### src/rtl/pipeline_hazard_ctrl.sv
// ============================================================================
// Module   : pipeline_hazard_ctrl
// Purpose  : Hazard and sequencing controller for the 5-stage RV32 pipeline.
//            Produces the Execute forwarding selects, the load-use interlock,
//            the taken-branch flush and the per-register stall/flush controls.
//            A two-state wait FSM sequences data-memory accesses in Memory,
//            with a timeout and a saturating stall-cycle counter.
// Ports    : clk, reset                  clock, synchronous active-high reset
//            Rs1D/Rs2D, Rs1E/Rs2E        source registers in Decode / Execute
//            RdE/RdM/RdW                 destinations in Execute/Memory/WB
//            ResultSrcE0                 Execute instruction is a load
//            RegWriteM/RegWriteW         register-write enables in M / W
//            PCSrcE                      taken branch/jump in Execute
//            MemAccessM, DMemReadyM      memory access request / completion
//            DMemReqM                    data-memory request
//            ForwardAE/ForwardBE         00 regfile, 10 ALUResultM, 01 ResultW
//            StallF/D/E/M, FlushD/E/W    pipeline register controls
//            MemErr                      one-cycle pulse on memory timeout
//            StallCount                  saturating memory-stall cycle count
// Revision : 1.0  initial release
// ============================================================================
`default_nettype none

module pipeline_hazard_ctrl #(
  parameter int TIMEOUT_CYCLES = 255,
  parameter int CNT_W          = 32
) (
  input  logic             clk,
  input  logic             reset,
  input  logic [4:0]       Rs1D,
  input  logic [4:0]       Rs2D,
  input  logic [4:0]       Rs1E,
  input  logic [4:0]       Rs2E,
  input  logic [4:0]       RdE,
  input  logic [4:0]       RdM,
  input  logic [4:0]       RdW,
  input  logic             ResultSrcE0,
  input  logic             RegWriteM,
  input  logic             RegWriteW,
  input  logic             PCSrcE,
  input  logic             MemAccessM,
  input  logic             DMemReadyM,
  output logic             DMemReqM,
  output logic [1:0]       ForwardAE,
  output logic [1:0]       ForwardBE,
  output logic             StallF,
  output logic             StallD,
  output logic             StallE,
  output logic             StallM,
  output logic             FlushD,
  output logic             FlushE,
  output logic             FlushW,
  output logic             MemErr,
  output logic [CNT_W-1:0] StallCount
);

  localparam logic       ST_IDLE = 1'b0;
  localparam logic       ST_WAIT = 1'b1;
  localparam logic [15:0] TO_LIM = 16'(TIMEOUT_CYCLES);

  logic             state_q, state_d;
  logic [15:0]      tcnt_q, tcnt_d;
  logic [CNT_W-1:0] scnt_q, scnt_d;

  logic             mem_stall;
  logic             mem_err;
  logic             mem_req;
  logic             lw_stall;
  logic [1:0]       fwd_a;
  logic [1:0]       fwd_b;

  // Forwarding: the younger producer (Memory) wins over Writeback.
  function automatic logic [1:0] fwd_sel(input logic [4:0] rs);
    if (RegWriteM && (RdM != 5'd0) && (RdM == rs))
      return 2'b10;
    else if (RegWriteW && (RdW != 5'd0) && (RdW == rs))
      return 2'b01;
    else
      return 2'b00;
  endfunction

  always_comb begin
    fwd_a = fwd_sel(Rs1E);
    fwd_b = fwd_sel(Rs2E);
  end

  assign lw_stall = ResultSrcE0 && (RdE != 5'd0) && ((RdE == Rs1D) || (RdE == Rs2D));

  // Memory wait FSM. The IDLE cycle that discovers a not-ready access counts
  // as the first timeout cycle, so WAIT starts with the counter at 1.
  always_comb begin
    state_d   = state_q;
    tcnt_d    = tcnt_q;
    mem_stall = 1'b0;
    mem_err   = 1'b0;
    mem_req   = 1'b0;
    case (state_q)
      ST_IDLE: begin
        mem_req = MemAccessM;
        if (MemAccessM && !DMemReadyM) begin
          mem_stall = 1'b1;
          state_d   = ST_WAIT;
          tcnt_d    = 16'd1;
        end
      end
      default: begin
        mem_req = 1'b1;
        if (DMemReadyM) begin
          // Ready wins even on the timeout cycle.
          state_d = ST_IDLE;
          tcnt_d  = 16'd0;
        end else if (tcnt_q >= TO_LIM) begin
          // Abandon: the instruction retires with undefined load data.
          mem_err = 1'b1;
          state_d = ST_IDLE;
          tcnt_d  = 16'd0;
        end else begin
          mem_stall = 1'b1;
          tcnt_d    = tcnt_q + 16'd1;
        end
      end
    endcase
  end

  always_comb begin
    scnt_d = scnt_q;
    if (mem_stall && !(&scnt_q))
      scnt_d = scnt_q + {{(CNT_W-1){1'b0}}, 1'b1};
  end

  always_ff @(posedge clk) begin
    if (reset) begin
      state_q <= ST_IDLE;
      tcnt_q  <= 16'd0;
      scnt_q  <= '0;
    end else begin
      state_q <= state_d;
      tcnt_q  <= tcnt_d;
      scnt_q  <= scnt_d;
    end
  end

  // Output composition. A memory stall freezes the whole pipe and bubbles
  // Writeback; load-use and branch actions wait until it is released (E is
  // frozen so PCSrcE is still valid then). All outputs are quiet in reset.
  always_comb begin
    DMemReqM   = !reset && mem_req;
    MemErr     = !reset && mem_err;
    ForwardAE  = reset ? 2'b00 : fwd_a;
    ForwardBE  = reset ? 2'b00 : fwd_b;
    StallF     = !reset && (mem_stall || lw_stall);
    StallD     = !reset && (mem_stall || lw_stall);
    StallE     = !reset && mem_stall;
    StallM     = !reset && mem_stall;
    FlushD     = !reset && !mem_stall && PCSrcE;
    FlushE     = !reset && !mem_stall && (lw_stall || PCSrcE);
    FlushW     = !reset && mem_stall;
    StallCount = reset ? '0 : scnt_q;
  end

endmodule

`default_nettype wire

### config.mk
export PLATFORM = sky130hd
export DESIGN_NAME = pipeline_hazard_ctrl
export DESIGN_NICKNAME = d
export VERILOG_FILES = /design/src/rtl/pipeline_hazard_ctrl.sv
export SDC_FILE = /design/constraint.sdc
export NUM_CORES = 1
export LEC_CHECK = 0
export CAP_MARGIN = 20
export CORE_ASPECT_RATIO = 1.1
export CORE_UTILIZATION = 39
export DETAILED_ROUTE_END_ITERATION = 16
export MAX_ROUTING_LAYER = met4
export PLACE_DENSITY = 0.71
export SYNTH_ARGS = -nofsm -noshare
export SYNTH_HDL_FRONTEND = slang
export SYNTH_SLANG_ARGS = --single-unit
### constraint.sdc
create_clock -name clk -period 5 [get_ports clk]
set_input_delay 1 -clock clk [delete_from_list [all_inputs] [get_ports clk]]
set_output_delay 1 -clock clk [all_outputs]
set_load 0.02 [all_outputs]
# == Yosys cells after proc, flatten, opt, wreduce, memory -nomap -nowiden ==
# Index checks and enable logic that the tools add are counted.
# op_classes
add_sub_neg,2
multipliers,0
div_mod_pow,0
n_lt_le_gt_ge,1
n_eq_ne,6
n_shift,0
muxes,19
bitwise,0
reduce_logical,29
# ops
cell,count
$mux W16,4
$add A32 B1 Y32 const B,1
$mux W32,1
$reduce_and A32 Y1,1
$eq A5 B5 Y1,6
$logic_and A1 B1 Y1,17
$add A16 B1 Y16 const B,1
$ge A16 B8 Y1 const B,1
$reduce_bool A5 Y1,3
$mux W1,10
$mux W2,4
$logic_not A1 Y1,4
$logic_or A1 B1 Y1,3
$reduce_bool A2 Y1,1
# word_totals
register_bits,49
latch_bits,0
mem_bits_rw,0
rom_bits,0
inputBits,43
out_inout_bits,45
word_cells,60
n_memories,0

# == Depth between registers and ports, before layout ==
# logic_depth
ltp_word,7
ltp_mapped,7
mapped_depth_nobuf,6

# == Worst setup path before layout ==
# No wires, ideal clock.
# synth_path
kind,input to output
startpoint,input RdM[1]
endpoint,output ForwardAE[0]
arrival_ps,2638
t_required_ps,4000
slack_ps,1362
stages,4
path_buffers,0
cell_sequence,or4_1 > o21ai_0 > nor3_1 > nor4_1
# synth_between
elab_chain_len,5
elab_cells_between_ends,6
cone_classes,eq/ne: 1; mux: 2; reduce/logical: 3
# synth_lines
item,line,rtl
from (decl),35,"input logic [4:0] RdM,"
$reduce_bool A5 Y1,74,if (RegWriteM && (RdM != 5'd0) && (RdM == rs))
$logic_and A1 B1 Y1,74,
$logic_and A1 B1 Y1 *,74,
$mux W2 *,74,
$mux W2 *,149,ForwardAE = reset ? 2'b00 : fwd_a;
to (decl),44,"output logic [1:0] ForwardAE,"
# Every way passes the cells marked *; elsewhere a longest branch is shown, timed or not.

# == Worst setup path after layout ==
# layout_path
startpoint,input RdM[1]
endpoint,output ForwardBE[0]
# layout_between
elab_chain_len,5
elab_cells_between_ends,6
cone_classes,eq/ne: 1; mux: 2; reduce/logical: 3
# layout_lines
item,line,rtl
$reduce_bool A5 Y1,74,
$logic_and A1 B1 Y1,74,
$logic_and A1 B1 Y1 *,74,
$mux W2 *,74,
$mux W2 *,150,ForwardBE = reset ? 2'b00 : fwd_b;
to (decl),45,"output logic [1:0] ForwardBE,"
# Marks and branches as above.

==> metrics.txt <==
Placed Area=0.003993 mm²; R2R setup slack=2210 ps; Avg WL per Cell=13.24 µm; Reg clk slew, reported paths=90 ps; Worst Setup Path Type=primary input to output port; max-cap violation count=0; critical path required time=4000 ps; clock skew after layout=7.538 ps; TNS Setup=0 ps; most frequent cell after synthesis=nor2_1; post-synthesis sequential area ratio=31.83%; clock tree from TritonCTS=built; cells after synthesis=371; CP bufs+invs=2; fmax=220.1 MHz; Post-CTS Setup Inserts=0; min cycle time layout=4543 ps; Worst Path Max Fanout=4; CTS H-tree depth=2; CTS sink count=49; # diodes=0; Comb pwr share=14.6%; Yosys top cell area share=31.83%; worst path cell trace=clkdlybuf4s50_1, or4_1, o21ai_0, nor3_1, nor4_1, clkdlybuf4s50_1; Lkg Pwr=1.412 nW; sequential power share=50.6%; Synth area leaders=dfxtp_1 (32%), mux2_2 (7.7%), nor2_1 (6.9%); Worst Hold Class=flop to flop; mapped cell area=0.003082 mm²; Final Hold Fails=0; initial antenna violation count=0; crit-path max cell delay=670 ps; setup violators final=0; Yosys reg bits=49; DRT Pass-1 Iters=4; GRT Total Usage=18.85%; WP data arrival=3540 ps; outcome=complete, no violations; area grow syn2layout=32.93%; RSZ-0062 raised after global routing=no; worst skew pair latency=300 ps; port bufs=87; final wirelength=7.324 mm; via count=2848; number of global-route vias before repair=2793; synth warn=0; DPL Wire Length=5.747 mm; CORE AREA=0.007556 mm²; Crit path top cell by count=clkdlybuf4s50_1; Power Dens Cells=190.4 mW/mm²; Synth area leader=dfxtp_1; max-slew violation count=0; clk buf depth=2; Initial Utilization=40.78%; count of antenna-violating nets left after detailed routing=0; WHS=487.7 ps; Rel. slew slack=22.46%; Post-CTS Resized=0; Post-route DRC=0; GPL Wtd Cong=0.8272; CTS Root Cell=clkbuf_8; fin crit share=90.85%; global-route wire length before repair=12.19 mm; Sw Share=23.42%; nets=493; CP endpoint kind=output port; TritonCTS Buffers=5; Hold Buf Count CTS=0; critical path's top delay family=buffers and inverters; Int Pwr=597.4 µW; vias per cell=5.150; VDD IR-drop max=0.1415 mV; Syn Area/Cell=8.306 µm²; number of distinct library cells after synthesis=47; GRT Residual Overflow=0; clock share of power=34.8%; largest net degree at the start of global routing=77; Post-synth top cells=nor2_1 (57), dfxtp_1 (49), nor2b_1 (28); crit start category=primary input; P_sw=182.7 µW; post-layout util=54.21%; main flop type after synthesis=dfxtp_1; asr flop ratio synth=0%; syn nets=416; initial drt markers=103; Slew @ Worst Pin=1158 ps; design area=0.004096 mm²; Chip Width=86.76 µm; DIE AREA=0.008262 mm²; Die H=95.23 µm; Core Rows=33; layout cells sized above 1=9.821%; # IOs=88; Critical Path Slowest Stage Cell=clkdlybuf4s50_1; number of synthesized flops with an enable pin=0
==> final cells by class <==
cell class | count | area, µm²
sequential | 49 | 980.9
multi-input combinational | 294 | 1969
fill | 719 | 3460
timing repair buffer | 88 | 873.3
inverter | 10 | 37.54
tap | 105 | 131.4
clock buffer | 5 | 68.82
clock inverter | 2 | 35.03
==> placed cells by master (no fill, tap or decap), types with 2 or more instances in the layout <==
cell type        netlist  layout
clkdlybuf4s50_1        0      86
nor2_1                57      57
dfxtp_1               49      49
nor2b_1               28      28
xnor2_1               22      22
mux2_2                21      21
nor3_1                20      20
nand3_1               18      18
nand2_1               16      16
xor2_1                16      16
inv_1                 10      10
nor4_1                 9       9
nand4_1                9       9
or4_1                  8       8
a21oi_1                7       7
o21ai_0                6       6
or3_1                  5       5
mux2_1                 5       5
nor4_2                 5       5
clkbuf_8               0       5
nor3b_1                4       4
and2_1                 4       4
nor4b_1                4       4
o211ai_1               3       3
and3_1                 3       3
or4_4                  2       2
nor3_4                 2       2
o31ai_1                2       2
ha_1                   2       2
==> cells by family after synthesis <==
family / count (synthesis) / synth area share [%]
AO/OA/AOI/OAI: 29 / 6.821
multiplexers: 27 / 9.825
XOR/XNOR: 38 / 10.80
flip-flops: 49 / 31.83
AND/OR/NAND/NOR: 198 / 35.65
buffers and inverters: 28 / 4.263
adder cells (fa/ha/maj): 2 / 0.8119
==> registers in the layout, indices dropped and copies added (netlist names) <==
signal   count
scnt_q      32
tcnt_q      16
state_q      1
==> tightest hold or removal path, stage by stage (launching register included) <==
cell and delay, ps:
dfxtp_1 340, nor2_1 50, nor2_1 70
==> layer usage <==
layer	track usage [%]	part of all wire [%]	routed length, µm
met5	-	0	0
met4	5.417	1.2	91
met3	2.944	3.1	229
met2	32.94	50	3689
met1	22.43	45	3313
==> metrics by stage <==
step	std cells	setup WS [ps]	power (mW)
6_report	553	457.4	0.7801
5_1_grt	553	425.8	0.8141
4_1_cts	553	527.0	0.7887
3_5_place_dp	546	531.8	0.5181
3_3_place_gp	546	588.3	0.5152
2_1_floorplan	371	1362	0.4611
==> final timing paths <==
check,from,to,depth (start not counted)
min reg2reg,tcnt_q[15],tcnt_q[15],2
max reg2reg,tcnt_q[15],scnt_q[28],5
max,RdM[1],ForwardBE[0],6
min,tcnt_q[15],tcnt_q[15],2
==> power groups by stage <==
stage,combinational (mW),sequential (mW),clock (mW)
after global routing,0.124,0.395,0.295
after CTS,0.115,0.394,0.279
after detailed placement,0.114,0.404,0
final,0.114,0.395,0.272
after global placement,0.112,0.403,0
after floorplan,0.0581,0.403,0
Note: power is estimated with default switching activity, not from simulation.
